===== src/rtl/calc_pkg.sv =====
// calc_pkg: shared definitions for the calculation-core driver.
//   DATA_W           operand / result width
//   TIMER_W          width of the shared timeout counter
//   *_TIMEOUT_DEF    default timeout limits, in clock cycles
//   state_t          driver FSM state encoding
package calc_pkg;

  localparam int DATA_W           = 8;
  localparam int TIMER_W          = 10;
  localparam int ACK_TIMEOUT_DEF  = 4;
  localparam int DONE_TIMEOUT_DEF = 1023;

  typedef enum logic [2:0] {
    IDLE      = 3'd0,
    LAUNCH    = 3'd1,
    WAIT_ACK  = 3'd2,
    WAIT_DONE = 3'd3,
    RESP      = 3'd4
  } state_t;

endpackage


===== src/rtl/cycle_timer.sv =====
// cycle_timer: saturating cycle counter with a limit compare.
//   clk, reset  clock and asynchronous active-high reset
//   clear       synchronous clear to zero (wins over enable)
//   enable      count this cycle
//   limit       number of enabled cycles allowed
//   expired     high during the last allowed cycle (count == limit-1 or beyond)
module cycle_timer
  import calc_pkg::*;
(
  input  logic               clk,
  input  logic               reset,
  input  logic               clear,
  input  logic               enable,
  input  logic [TIMER_W-1:0] limit,
  output logic               expired
);

  localparam logic [TIMER_W-1:0] CNT_MAX  = '1;
  localparam logic [TIMER_W-1:0] CNT_ONE  = TIMER_W'(1);
  localparam logic [TIMER_W:0]   WIDE_ONE = (TIMER_W+1)'(1);

  logic [TIMER_W-1:0] count;

  // Flag the final permitted cycle so the owner leaves on that very edge,
  // which makes the time spent waiting equal to limit cycles exactly.
  assign expired = ({1'b0, count} + WIDE_ONE) >= {1'b0, limit};

  always_ff @(posedge clk or posedge reset) begin
    if (reset) begin
      count <= '0;
    end else if (clear) begin
      count <= '0;
    end else if (enable && (count != CNT_MAX)) begin
      count <= count + CNT_ONE;
    end
  end

endmodule


===== src/rtl/calc_driver.sv =====
// calc_driver: accepts operand pairs, launches the calculation core with a
// one-cycle Start pulse, waits for the Busy handshake (with timeouts) and
// returns the captured result through a valid/ready response port.
//   clk, reset              clock, asynchronous active-high reset
//   req_valid/ready/a/b     operand request handshake
//   Start, InA, InB         launch pulse and operands to the core
//   Busy, Out               core busy flag and result
//   rsp_valid/ready         response handshake
//   rsp_data, rsp_err       captured result, timeout flag
//   op_count                completed transactions (wraps)
module calc_driver
  import calc_pkg::*;
#(
  parameter int ACK_TIMEOUT  = ACK_TIMEOUT_DEF,
  parameter int DONE_TIMEOUT = DONE_TIMEOUT_DEF
) (
  input  logic              clk,
  input  logic              reset,
  input  logic              req_valid,
  output logic              req_ready,
  input  logic [DATA_W-1:0] req_a,
  input  logic [DATA_W-1:0] req_b,
  output logic              Start,
  output logic [DATA_W-1:0] InA,
  output logic [DATA_W-1:0] InB,
  input  logic              Busy,
  input  logic [DATA_W-1:0] Out,
  output logic              rsp_valid,
  input  logic              rsp_ready,
  output logic [DATA_W-1:0] rsp_data,
  output logic              rsp_err,
  output logic [7:0]        op_count
);

  localparam logic [TIMER_W-1:0] ACK_LIM  = TIMER_W'(ACK_TIMEOUT);
  localparam logic [TIMER_W-1:0] DONE_LIM = TIMER_W'(DONE_TIMEOUT);

  state_t             state;
  state_t             state_next;
  logic               accept;
  logic               cap_ok;
  logic               cap_err;
  logic               tmr_clear;
  logic               tmr_en;
  logic               tmr_expired;
  logic [TIMER_W-1:0] tmr_limit;

  assign req_ready = (state == IDLE) && !Busy;
  assign accept    = req_valid && req_ready;
  assign Start     = (state == LAUNCH);
  assign rsp_valid = (state == RESP);

  always_comb begin
    state_next = state;
    cap_ok     = 1'b0;
    cap_err    = 1'b0;
    unique case (state)
      IDLE:      if (accept) state_next = LAUNCH;
      LAUNCH:    state_next = WAIT_ACK;
      // A Busy seen on the last allowed cycle still counts as an ack.
      WAIT_ACK: begin
        if (Busy) begin
          state_next = WAIT_DONE;
        end else if (tmr_expired) begin
          state_next = RESP;
          cap_err    = 1'b1;
        end
      end
      // Completion wins over the timeout on the same cycle.
      WAIT_DONE: begin
        if (!Busy) begin
          state_next = RESP;
          cap_ok     = 1'b1;
        end else if (tmr_expired) begin
          state_next = RESP;
          cap_err    = 1'b1;
        end
      end
      RESP:      if (rsp_ready) state_next = IDLE;
      default:   state_next = IDLE;
    endcase
  end

  // One timer serves both waits; any state change restarts it.
  assign tmr_clear = (state_next != state);
  assign tmr_en    = (state == WAIT_ACK) || (state == WAIT_DONE);
  assign tmr_limit = (state == WAIT_ACK) ? ACK_LIM : DONE_LIM;

  cycle_timer u_timer (
    .clk     (clk),
    .reset   (reset),
    .clear   (tmr_clear),
    .enable  (tmr_en),
    .limit   (tmr_limit),
    .expired (tmr_expired)
  );

  always_ff @(posedge clk or posedge reset) begin
    if (reset) begin
      state    <= IDLE;
      InA      <= '0;
      InB      <= '0;
      rsp_data <= '0;
      rsp_err  <= 1'b0;
      op_count <= '0;
    end else begin
      state <= state_next;
      // Operands only load on acceptance, so they hold through the whole job.
      if (accept) begin
        InA <= req_a;
        InB <= req_b;
      end
      if (cap_ok) begin
        rsp_data <= Out;
        rsp_err  <= 1'b0;
      end else if (cap_err) begin
        rsp_data <= '0;
        rsp_err  <= 1'b1;
      end
      if ((state == RESP) && rsp_ready) begin
        op_count <= op_count + 8'd1;
      end
    end
  end

endmodule


===== config.mk =====
export PLATFORM = sky130hd
export DESIGN_NAME = calc_driver
export DESIGN_NICKNAME = d
export VERILOG_FILES = /design/src/rtl/calc_pkg.sv /design/src/rtl/cycle_timer.sv /design/src/rtl/calc_driver.sv
export SDC_FILE = /design/constraint.sdc
export NUM_CORES = 1
export LEC_CHECK = 0
export BUFFER_PORTS_ARGS = -buffer_cell sky130_fd_sc_hd__buf_2
export CAP_MARGIN = 0
export CORE_MARGIN = 3
export CORE_UTILIZATION = 35
export CTS_CLUSTER_SIZE = 24
export DETAILED_ROUTE_END_ITERATION = 8
export PLACE_DENSITY = 0.55
export REMOVE_ABC_BUFFERS = 1
export SETUP_SLACK_MARGIN = 0.2
export SKIP_CTS_REPAIR_TIMING = 1
export SLEW_MARGIN = 25
export SYNTH_ARGS = -nofsm -noshare
export SYNTH_HDL_FRONTEND = slang
export SYNTH_SLANG_ARGS = --single-unit

===== constraint.sdc =====
create_clock -name clk -period 4.4 [get_ports clk]
set_input_delay 0.66 -clock clk [delete_from_list [all_inputs] [get_ports clk]]
set_output_delay 0.66 -clock clk [all_outputs]
set_load 0.005 [all_outputs]

==> flow_summary.json <==
{
  "status": "completed",
  "yosysSeqAreaShare_pct": 48.6,
  "root_buffer": "clkbuf_8",
  "drive_gt1_share_pct": 34.7,
  "antenna_left": 0,
  "synth_top_area_share_pct": 48.6,
  "hold_path_class": "in -> async",
  "rows": 29,
  "die_w_microns": 88.3,
  "antenna_found_initial": 0,
  "cpPeakStageDelay_ns": 0.48,
  "grt_pass1_vias": 1686,
  "final_hold_viol_count": 0,
  "core_sq_mm": 0.00646,
  "n_fill_cell": 655,
  "syn_area_per_cell_sq_um": 10.6,
  "yosysMostFrequentCell": "dfrtp_1",
  "synth_cells": 223,
  "fin_crit_ns": 3.28,
  "leakagePower_uw": 0.00135,
  "synth_top_cells_by_area": "dfrtp_1 (49%), mux2_2 (8.1%), xnor2_1 (5.9%)",
  "path_class": "reg -> reg",
  "cp.arrival_ns": 3.48,
  "timing.hold.ws_ns": 0.465,
  "cts_tree": "built",
  "grt_pass1_wl_microns": 8180,
  "vdd_drop_max_uv": 281,
  "via_per_inst": 4.95,
  "final_util_pct": 44.3,
  "dr_total_vias": 1806,
  "cts.path.max_buffers": 2,
  "critPathLaunch": "u_timer.count[0]",
  "die_h_microns": 88.3,
  "die_area_sq_mm": 0.00779,
  "diodes": 0,
  "ys_dominant_reg_cell": "dfrtp_1",
  "worst_path_max_delay_cell": "o311ai_4",
  "fmax_ghz": 0.305,
  "yosys_warnings": 0,
  "async_flop_share_pct": 100,
  "timing.rr.start": "u_timer.count[0]",
  "cp_top_family": "simple AND/OR/NAND/NOR gates",
  "ys_seq_elements": 46,
  "cp_max_fo": 10,
  "relSlewSlack_pct": 47.6,
  "place.gp.congestion": 0.770,
  "drv_cap": 0,
  "ff2ff_setup_slack_ns": 1.12,
  "nNetsFinal": 327,
  "grt_overflow": 0,
  "clk_latency_ns": 0.30,
  "startpoint_type": "register",
  "grt_max_degree": 47,
  "yosysTopAreaCell": "dfrtp_1",
  "cp.buffers_inverters": 0,
  "io_buffers": 64,
  "wl_per_cell_microns": 13.7,
  "dpl.hpwl_microns": 3740,
  "start_util_pct": 36.7,
  "fin_cells": 365,
  "worst_pin_slew_ns": 0.784,
  "wirelength_microns": 5010,
  "required_ns": 4.60,
  "synth_edf_count": 0,
  "synth_common_cells": "dfrtp_1 (46), nand2_1 (36), nor2_1 (21)",
  "skew_ns": 0.00536,
  "path_clk_slew_ns": 0.09,
  "htreeDepth": 2,
  "synth_area_sq_mm": 0.00237,
  "io_pins": 65,
  "route.detailed.drc": 0,
  "cp-end-kind": "register",
  "clock-sinks": 46,
  "grt_usage_pct": 13.5,
  "dp.cells": 357,
  "crit_chain": "ha_1 > nand3_1 > nor2_1 > nand2_1 > xnor2_1 > ha_1 > and2_1 > a221oi_2 > nand2_1 > o311ai_4 > nor2_1 > o21ba_2",
  "tns_ns": 0,
  "powerDensity_mw_per_mm2": 518,
  "firstDrtPassIters": 4,
  "cts_buffers": 5,
  "grt_setup_unrepaired": "false",
  "ys_types": 35,
  "period_share_pct": 74.5,
  "final-setup-viol-count": 0,
  "drtIter0Drc": 110,
  "area_growth_pct": 20.7,
  "maxSlewViolCount": 0
}
==> state kept, by name (all words and copies together) (netlist names) <==
register and flops:
op_count 8, u_timer.count 10, rsp_err 1, rsp_data 8, InB 8, InA 8, state 3
==> cells in the final DEF (no fill, tap or decap), types with 3 or more instances in the layout <==
master    netlist  routed
xnor2_1        16      16
nand4_1         5       5
buf_2           2      64
nand2_1        36      36
mux2_2         17      17
inv_1           4       3
nor2_1         21      21
ha_1           11      11
a21oi_1         5       5
clkbuf_8        0       5
nand3_1         8       8
xor2_1          6       6
and2_1          3       3
o21ai_0        10      10
dfrtp_1        46      46
==> layer usage <==
layer,routed length (microns),GRT usage (%),up-vias
met3,322,3.54,5
li1,-,-,900
met1,2270,19.7,850
met2,2380,19.8,51
met4,36,3.71,0
met5,0,0,-
==> through the flow <==
step / power [uW] / cell area [sq um] / setup WS [ns]
3_5_place_dp: 1230 / 2760 / 1.15
4_1_cts: 1500 / 2850 / 1.13
6_report: 1480 / 2860 / 1.12
2_1_floorplan: 990 / 2340 / 1.42
3_3_place_gp: 1220 / 2760 / 1.24
5_1_grt: 1610 / 2860 / 0.732
==> cell type report <==
cell class,instances,area [sq um],area share (%)
clock inverter,3,23.8,0.831
tap,77,96.3,3.37
sequential,46,1150,40.2
multi-input combinational,164,1170,41.0
clock buffer,5,68.8,2.41
timing repair buffer,65,328,11.5
inverter,5,20.0,0.700
==> cells by family after synthesis <==
family / count (synthesis) / share of synthesized area [%]
and+or+nand+nor: 85 / 16.1
DFF: 46 / 48.6
AOI/OAI and AO/OA: 29 / 11.2
xor gates and xnor gates: 22 / 8.13
muxes: 17 / 8.08
buffers and inverters: 13 / 2.16
adders and majority gates: 11 / 5.81
==> final timing paths <==
kind / to / cells past startpoint
worst min register to register: op_count[7] / 1
worst max register to register: rsp_err / 12
worst max-delay path: rsp_err / 12
worst min-delay path: InB[1] / 2
max in group asynchronous: u_timer.count[0] / 2
min in group clk: op_count[7] / 1
==> worst reg2reg max path: stages, from the launching register on <==
cell and delay, ns:
dfrtp_1 0.43, ha_1 0.23, nand3_1 0.18, nor2_1 0.27, nand2_1 0.14, xnor2_1 0.15, ha_1 0.28, and2_1 0.20
a221oi_2 0.35, nand2_1 0.19, o311ai_4 0.48, nor2_1 0.07, o21ba_2 0.20
==> power by group <==
part / internal, uW / switching, uW
registers: 558 / 84.2
logic: 269 / 296
clock network: 114 / 160
Power figures use the tool's default switching activity.
